File: src/rtl/rob_retire.sv
// rob_retire: in-order reorder buffer between rename and the free pool.
// Entries are allocated at the tail, marked done by tag, and retired in order
// from the head. Each retirement returns old_preg to the rename free pool.
// Optional feature: define ROB_DUAL_RETIRE_EN to retire two entries per edge.
// With it defined, the retire1_* port carries the younger entry.
module rob_retire #(
    parameter int unsigned DEPTH  = 16,
    parameter int unsigned IDX_W  = 4,
    parameter int unsigned PREG_W = 6,
    parameter int unsigned AREG_W = 5
) (
    input  logic              clk,
    input  logic              rst,
    input  logic              alloc_valid,
    output logic              alloc_ready,
    input  logic              alloc_has_dest,
    input  logic [AREG_W-1:0] alloc_areg,
    input  logic [PREG_W-1:0] alloc_preg,
    input  logic [PREG_W-1:0] alloc_old_preg,
    output logic [IDX_W-1:0]  alloc_idx,
    input  logic              complete_valid,
    input  logic [IDX_W-1:0]  complete_idx,
    output logic              retire_valid,
    output logic              retire_has_dest,
    output logic [AREG_W-1:0] retire_areg,
    output logic [PREG_W-1:0] retire_preg,
    output logic [PREG_W-1:0] retire_old_preg,
`ifdef ROB_DUAL_RETIRE_EN
    output logic              retire1_valid,
    output logic              retire1_has_dest,
    output logic [AREG_W-1:0] retire1_areg,
    output logic [PREG_W-1:0] retire1_preg,
    output logic [PREG_W-1:0] retire1_old_preg,
`endif
    output logic [IDX_W:0]    count,
    output logic              empty,
    output logic              full
);

    localparam int unsigned PTR_W = IDX_W + 1;

    // Pointers carry an extra wrap bit so that full and empty can be told apart.
    logic [PTR_W-1:0]  head_q, head_d;
    logic [PTR_W-1:0]  tail_q, tail_d;

    logic [DEPTH-1:0]  valid_q;
    logic [DEPTH-1:0]  done_q;
    logic [DEPTH-1:0]  has_dest_q;
    logic [AREG_W-1:0] areg_q     [DEPTH];
    logic [PREG_W-1:0] preg_q     [DEPTH];
    logic [PREG_W-1:0] old_preg_q [DEPTH];

    logic [IDX_W-1:0]  head_idx;
    logic [IDX_W-1:0]  tail_idx;
    logic              alloc_fire;
    logic              ret0;

    assign head_idx    = head_q[IDX_W-1:0];
    assign tail_idx    = tail_q[IDX_W-1:0];
    assign empty       = (head_q == tail_q);
    assign full        = (head_q[IDX_W] != tail_q[IDX_W]) && (head_idx == tail_idx);
    assign count       = tail_q - head_q;
    assign alloc_ready = !full;
    assign alloc_idx   = tail_idx;
    assign alloc_fire  = alloc_valid && !full;
    assign ret0        = valid_q[head_idx] && done_q[head_idx];

`ifdef ROB_DUAL_RETIRE_EN
    logic [IDX_W-1:0]  head1_idx;
    logic              ret1;

    assign head1_idx = head_idx + IDX_W'(1);
    // The younger entry only retires alongside the head entry.
    assign ret1      = ret0 && valid_q[head1_idx] && done_q[head1_idx];
    assign head_d    = head_q + PTR_W'(ret0) + PTR_W'(ret1);
`else
    assign head_d    = head_q + PTR_W'(ret0);
`endif
    assign tail_d    = tail_q + PTR_W'(alloc_fire);

    // Entry status: completion by tag, clear on retire, fresh state on allocate.
    always_ff @(posedge clk) begin
        if (rst) begin
            valid_q <= '0;
            done_q  <= '0;
        end else begin
            if (complete_valid && valid_q[complete_idx]) begin
                done_q[complete_idx] <= 1'b1;
            end
            if (ret0) begin
                valid_q[head_idx] <= 1'b0;
            end
`ifdef ROB_DUAL_RETIRE_EN
            if (ret1) begin
                valid_q[head1_idx] <= 1'b0;
            end
`endif
            // The tail slot is never valid while allocation is allowed.
            if (alloc_fire) begin
                valid_q[tail_idx] <= 1'b1;
                done_q[tail_idx]  <= 1'b0;
            end
        end
    end

    // Payload capture; contents are qualified by valid_q, so no reset is needed.
    always_ff @(posedge clk) begin
        if (alloc_fire) begin
            has_dest_q[tail_idx] <= alloc_has_dest;
            areg_q[tail_idx]     <= alloc_areg;
            preg_q[tail_idx]     <= alloc_preg;
            old_preg_q[tail_idx] <= alloc_old_preg;
        end
    end

    // Pointer advance and registered retire port(s); fields read 0 on idle cycles.
    always_ff @(posedge clk) begin
        if (rst) begin
            head_q           <= '0;
            tail_q           <= '0;
            retire_valid     <= 1'b0;
            retire_has_dest  <= 1'b0;
            retire_areg      <= '0;
            retire_preg      <= '0;
            retire_old_preg  <= '0;
`ifdef ROB_DUAL_RETIRE_EN
            retire1_valid    <= 1'b0;
            retire1_has_dest <= 1'b0;
            retire1_areg     <= '0;
            retire1_preg     <= '0;
            retire1_old_preg <= '0;
`endif
        end else begin
            head_q           <= head_d;
            tail_q           <= tail_d;
            retire_valid     <= ret0;
            retire_has_dest  <= ret0 && has_dest_q[head_idx];
            retire_areg      <= ret0 ? areg_q[head_idx]     : '0;
            retire_preg      <= ret0 ? preg_q[head_idx]     : '0;
            retire_old_preg  <= ret0 ? old_preg_q[head_idx] : '0;
`ifdef ROB_DUAL_RETIRE_EN
            retire1_valid    <= ret1;
            retire1_has_dest <= ret1 && has_dest_q[head1_idx];
            retire1_areg     <= ret1 ? areg_q[head1_idx]     : '0;
            retire1_preg     <= ret1 ? preg_q[head1_idx]     : '0;
            retire1_old_preg <= ret1 ? old_preg_q[head1_idx] : '0;
`endif
        end
    end

endmodule

File: config.mk
export PLATFORM = sky130hd
export DESIGN_NAME = rob_retire
export DESIGN_NICKNAME = d
export VERILOG_FILES = /design/src/rtl/rob_retire.sv
export SDC_FILE = /design/constraint.sdc
export NUM_CORES = 1
export LEC_CHECK = 0
export ABC_AREA = 1
export CELL_PAD_IN_SITES_DETAIL_PLACEMENT = 0
export CELL_PAD_IN_SITES_GLOBAL_PLACEMENT = 1
export CORE_MARGIN = 2
export CORE_UTILIZATION = 54
export CTS_BUF_LIST = sky130_fd_sc_hd__clkbuf_4 sky130_fd_sc_hd__clkbuf_8
export CTS_CLUSTER_SIZE = 24
export DETAILED_ROUTE_END_ITERATION = 7
export DONT_BUFFER_PORTS = 1
export PLACE_DENSITY = 0.87
export SETUP_SLACK_MARGIN = 0.2
export SYNTH_ARGS = -nofsm -noshare
export SYNTH_HDL_FRONTEND = slang
export SYNTH_SLANG_ARGS = --single-unit
export TNS_END_PERCENT = 30
File: constraint.sdc
create_clock -name clk -period 2.8 [get_ports clk]
set_input_delay 0.56 -clock clk [delete_from_list [all_inputs] [get_ports clk]]
set_output_delay 0.56 -clock clk [all_outputs]
set_load 0.01 [all_outputs]
# Word level (Yosys, flattened, before mapping)
# Memory sizes are Yosys's and may differ from the RTL's. A register that Yosys moved wholly into a read port is not among the register bits.
# Index checks and enable logic that the tools add are counted.
dict set report word_totals {
  regBits 60
  ram_bits 272
  input_bits 26
  output_inout_bits 31
  wordCells 62
  mem_count 3
}
# name depth width rd rd_ports_with_merged_regs write_ports line
set memory_table {}
lappend memory_table {old_preg_q 16 6 1 1 1 51} ;# logic [PREG_W-1:0] old_preg_q [DEPTH];
lappend memory_table {preg_q 16 6 1 1 1 50} ;# logic [PREG_W-1:0] preg_q [DEPTH];
lappend memory_table {areg_q 16 5 1 1 1 49} ;# logic [AREG_W-1:0] areg_q [DEPTH];
dict set report op_classes {
  n_addsub 3
  n_lt_le_gt_ge 6
  eq_ne 3
  muxes 23
  bitwise 7
  n_reduce_logical 10
}
# cell n
set ops {}
lappend ops {{16-bit two-way mux} 6}
lappend ops {{16-bit AND} 2}
lappend ops {{16-bit inverter} 2}
lappend ops {{16-bit bitwise OR} 2}
lappend ops {{1-bit binary-select mux with 4-bit select} 4}
lappend ops {{16-bit bitwise mux} 1}
lappend ops {{4-bit by 5-bit less-than comparator with 1-bit output, second input constant} 3}
lappend ops {{1-bit demux with 4-bit select} 3}
lappend ops {{4-bit by 1-bit greater-or-equal comparator with 1-bit output, second input constant} 3}
lappend ops {{5-bit by 1-bit adder with 5-bit output} 2}
lappend ops {{1-bit two-way mux} 9}
lappend ops {{1-bit logical AND} 8}
lappend ops {{5-bit equality test} 1}
lappend ops {{5-bit subtractor} 1}
lappend ops {{4-bit equality test} 1}
lappend ops {{2-bit OR reduction} 1}
lappend ops {{1-bit zero test} 1}
lappend ops {{1-bit inequality test} 1}
lappend ops {{1-bit inverter} 1}

# Logic depth before layout (Yosys ltp)
dict set report logic_depth {
  depth_word 10
  ltp_mapped 18
  depth_no_buf 16
}

# Least setup slack after synthesis
# Ideal clock, no wire load.
dict set report synth_timing {
  path_kind {flip-flop to flip-flop}
  start {register head_q[1]}
  end {memory areg_q[11][0], enable pin}
  setup_ps 373
  arrival_ps 1961
  required_ps 2427
  path_slack_ps 466
  stages_incl_launch_ff 9
  path_buffers 0
  synth_period_minus_slack_ps 2334
  cell_sequence {dfxtp_1 > inv_2 > ha_1 > nand4_1 > or2_2 > nand2_1 > nor3_1 > nand2_1 > inv_1}
}
dict set report synth_between {
  elab_chain_len 6
}
# element line
set synth_lines {}
lappend synth_lines {{from (decl)} 43} ;# logic [PTR_W-1:0] head_q, head_d;
lappend synth_lines {{from (signal assigned)} 119} ;# head_q <= '0;
lappend synth_lines {{from (signal assigned)} 134} ;# head_q <= head_d;
lappend synth_lines {{4-bit equality test} 61} ;# assign full = (head_q[IDX_W] != tail_q[IDX_W]) && (head_idx == tail_idx);
lappend synth_lines {{1-bit logical AND} 61}
lappend synth_lines {{1-bit zero test} --}
lappend synth_lines {{net alloc_ready} 15} ;# output logic alloc_ready,
lappend synth_lines {{1-bit logical AND} 65} ;# assign alloc_fire = alloc_valid && !full;
lappend synth_lines {{1-bit two-way mux} 108} ;# if (alloc_fire) begin
lappend synth_lines {{1-bit two-way mux (not written as such)} 110} ;# areg_q[tail_idx] <= alloc_areg;
lappend synth_lines {{to (decl)} 49}
# The timed path passes the listed nets, and every way through them passes these cells.

# Final worst setup path
dict set report layout_timing {
  start {register head_q[2]}
  end {memory old_preg_q[11][0], enable pin}
}
dict set report layout_between {
  elab_chain_len 6
}
# element line
set layout_lines {}
lappend layout_lines {{4-bit equality test} 61}
lappend layout_lines {{1-bit logical AND} 61}
lappend layout_lines {{1-bit zero test} --}
lappend layout_lines {{net alloc_ready} 15}
lappend layout_lines {{1-bit logical AND} 65}
lappend layout_lines {{1-bit two-way mux} 108}
lappend layout_lines {{1-bit two-way mux (not written as such)} 112} ;# old_preg_q[tail_idx] <= alloc_old_preg;
lappend layout_lines {{to (decl)} 51}
# The timed path passes the listed nets, and every way through them passes these cells.

==> flow_summary.yaml <==
run_status:
  status: "finished clean"
sta:
  final-setup-viol-count: 0
  worst_slew_pin_slew_ns: 0.7733
  finalHoldViolations: 0
  fin_worst_skew_ns: 0.02421
  period_needed_ns: 2.586
  rsz0062_at_grt: "true"
  slew_viol_final: 0
  setup_ws_ns: 0.2144
  whs_ns: 0.02807
  slew-limit-headroom_pct: 48.44
  fmax_mhz: 386.8
  period_share_pct: 92.34
  setup-tns-final_ns: 0
drt:
  drc: 0
  num_vias: 9469
  drt_wl_total_mm: 35.81
  ant_nets: 0
  first_pass_iters: 5
  vias_per_cell: 5.959
  drt_iter0_drc: 1071
  avgRoutedWirePerCell_um: 22.54
logic_synthesis:
  ys_ff_latch: 349
  synth_area_um2: 14020
  syn_nets: 1220
  synth_area_per_cell_um2: 11.83
  synth_cells: 1185
  yosysUniqueCellTypes: 30
  ys_seq_area_share_pct: 70.42
  synth_warnings: 0
min_path:
  hold_class: "in2reg"
floorplanning:
  die_x_um: 165.1
  core_area_um2: 25330
  chipHeight_um: 165.1
  io_pins: 57
  rows: 58
  initial_utilization_pct: 55.34
  dieArea_um2: 27260
placed_design:
  place_hpwl_mm: 20.74
  dp_slack_ns: 0.1276
  place.gp.congestion: 0.8761
  io_buffers: 0
  post_dp_cell_area_um2: 14440
layout:
  diodes: 0
  syn_to_final_growth_pct: 11.20
  design_area_um2: 15590
  nets: 1249
  drive_above_1_share_pct: 12.87
  fillCellCount: 1964
global_route:
  grt_overflow: 0
  grt_antenna_before_repair: 0
  grt_max_degree: 70
  grt_first_pass_wirelength_mm: 53.94
  grt_use_total_pct: 26.85
  grt_pass1_vias: 9207
critical_path:
  startpoint_type: "register"
  arrival_ns: 2.85
  crit_required_ns: 3.07
  endpoint_kind: "register"
  crit_path_max_fanout: 12
  worstSetupPathType: "reg2reg"
clocking:
  cts_root_buf: "clkbuf_8"
  insertion_delay_ns: 0.60
  cts_tree: "yes"
  postCtsSetupBuffers: 0
  clk_pin_slew_ns: 0.06
  cts_made_buffers: 56
  clkSinkCount: 349
  clockBufferDepth: 3
  htreeDepth: 2
power_and_ir_drop:
  power.internal_mw: 8.072
  p_leak_nw: 5.446
  combPwrFrac_pct: 2.2
  swShare_pct: 20.97
  power_switching_mw: 2.141
  power_frac_seq_pct: 55.8
  clockPowerShare_pct: 42.0
  irDropWorstVdd_v: 0.0007029
  cellPowerDensity_nw_per_um2: 655.3
run:
  maxCapViolations: 0
## kinds of logic after synthesis
kind of cell	count (synthesis)	synth area share, %
compound gates	158	7.231
xor+xnor	7	0.4374
fa+ha+maj	9	0.8570
buf+inv	145	4.579
flops	349	70.42
simple gates	517	16.48
## power by group through the flow
stage               registers (mW)  logic [mW]  clock network, mW
floorplan                     5.80       0.158                  0
global placement              5.80       0.219                  0
detailed placement            5.81       0.220                  0
CTS                           5.70       0.221               4.33
global route                  5.70       0.248               4.57
finish                        5.70       0.228               4.29
## placed cells by master (no fill, tap or decap), types with 2 or more instances in the layout
master	netlist	routed
clkinv_2	0	6
ha_1	8	8
clkinv_1	1	17
nand3_1	210	210
a22oi_1	68	68
inv_6	1	2
xor2_1	4	4
buf_6	5	4
a21oi_1	37	37
nor2_2	12	10
nand4_1	7	7
inv_1	63	63
o21ai_1	4	4
inv_2	9	9
nor2_1	59	59
buf_12	0	3
dfxtp_1	61	58
dfxtp_4	0	2
a31oi_1	34	34
buf_4	6	35
clkbuf_4	0	17
nor2_4	1	3
nor3_2	0	2
nand2_4	3	3
edfxtp_1	288	288
o22ai_1	8	8
nand2_1	203	203
clkbuf_8	0	61
xnor2_1	3	2
nor3_1	21	19
o21ai_0	7	7
## critical path: stages, from the launching register on
cell,delay (ns)
dfxtp_2,0.37
inv_1,0.06
ha_1,0.35
nand4_1,0.15
or2_2,0.17
nand2_1,0.17
nor3_1,0.42
nand2_1,0.19
inv_1,0.13
buf_4,0.25
## registers in the layout, indices dropped and copies added (netlist names), 6 cells and up
name             cells
valid_q             16
has_dest_q          16
areg_q              80
preg_q              96
old_preg_q          96
retire_old_preg      6
done_q              16
retire_preg          6
## metal layers
metal / up-vias / track usage [%] / wire length (um)
met1: 4605 / 36.28 / 14080
li1: 4354 / - / -
met4: 0 / 8.814 / 782
met5: - / 0 / 0
met3: 69 / 7.343 / 3887
met2: 441 / 42.58 / 17060
## synthesized netlist by cell type
library cell,instances,share of area [%]
o21ai_1,4,0.14
or2_2,1,0.045
buf_4,6,0.32
nand3_1,210,7.5
a21oi_1,37,1.3
inv_6,1,0.063
nor2_1,59,1.6
o21ai_0,7,0.25
ha_1,8,0.71
o22ai_1,8,0.36
nor2_4,1,0.080
edfxtp_1,288,62
dfxtp_1,61,8.7
xor2_1,4,0.25
nand2_1,203,5.4
clkinv_1,1,0.027
a31oi_1,34,1.5
inv_1,63,1.7
xnor2_1,3,0.19
buf_1,2,0.054
nor3_1,21,0.75
nand4_1,7,0.31
a22oi_1,68,3.6
buf_6,5,0.40
clkbuf_1,32,0.86
nand2_4,3,0.24
nor2_2,12,0.54
fa_1,1,0.14
buf_2,26,0.93
inv_2,9,0.24
## metrics by stage
step / cells / total power, mW / util, %
after global placement: 1486 / 6.021 / 57.02
after floorplan: 1185 / 5.962 / -
after detailed placement: 1486 / 6.025 / 57.02
after global routing: 1589 / 10.51 / 61.54
final: 1589 / 10.21 / 61.54
after CTS: 1589 / 10.25 / 61.41
## worst paths after layout
path                            cells past startpoint  slack (ns)                           to            startpoint
worst max-delay path                                9        0.21  old_preg_q[11][0]$_DFFE_PP_  head_q[2]$_SDFF_PP0_
worst min-delay path                                1        0.03       valid_q[12]$_SDFF_PP0_                   rst
worst max register to register                      9        0.21  old_preg_q[11][0]$_DFFE_PP_  head_q[2]$_SDFF_PP0_
worst min register to register                      2        0.45         done_q[1]$_SDFF_PP0_  done_q[1]$_SDFF_PP0_
## layout make-up
cell class / count / area [um^2] / area share [%]
Tap cell: 330 / 412.9 / 2.649
Timing Repair Buffer: 42 / 367.9 / 2.360
Clock buffer: 78 / 967.2 / 6.205
Inverter: 74 / 282.8 / 1.814
Sequential cell: 349 / 9878 / 63.38
Clock inverter: 25 / 145.1 / 0.9312
Multi-Input combinational cell: 691 / 3532 / 22.66
## timing repair
action,4_1_cts,5_1_grt
gates resized for setup,0,8
endpoints found under the setup margin,128,297
pin swaps,0,0
hold buffers,0,0
endpoints found under the hold margin,0,0
No activity file was read; power rests on OpenSTA's default activity.
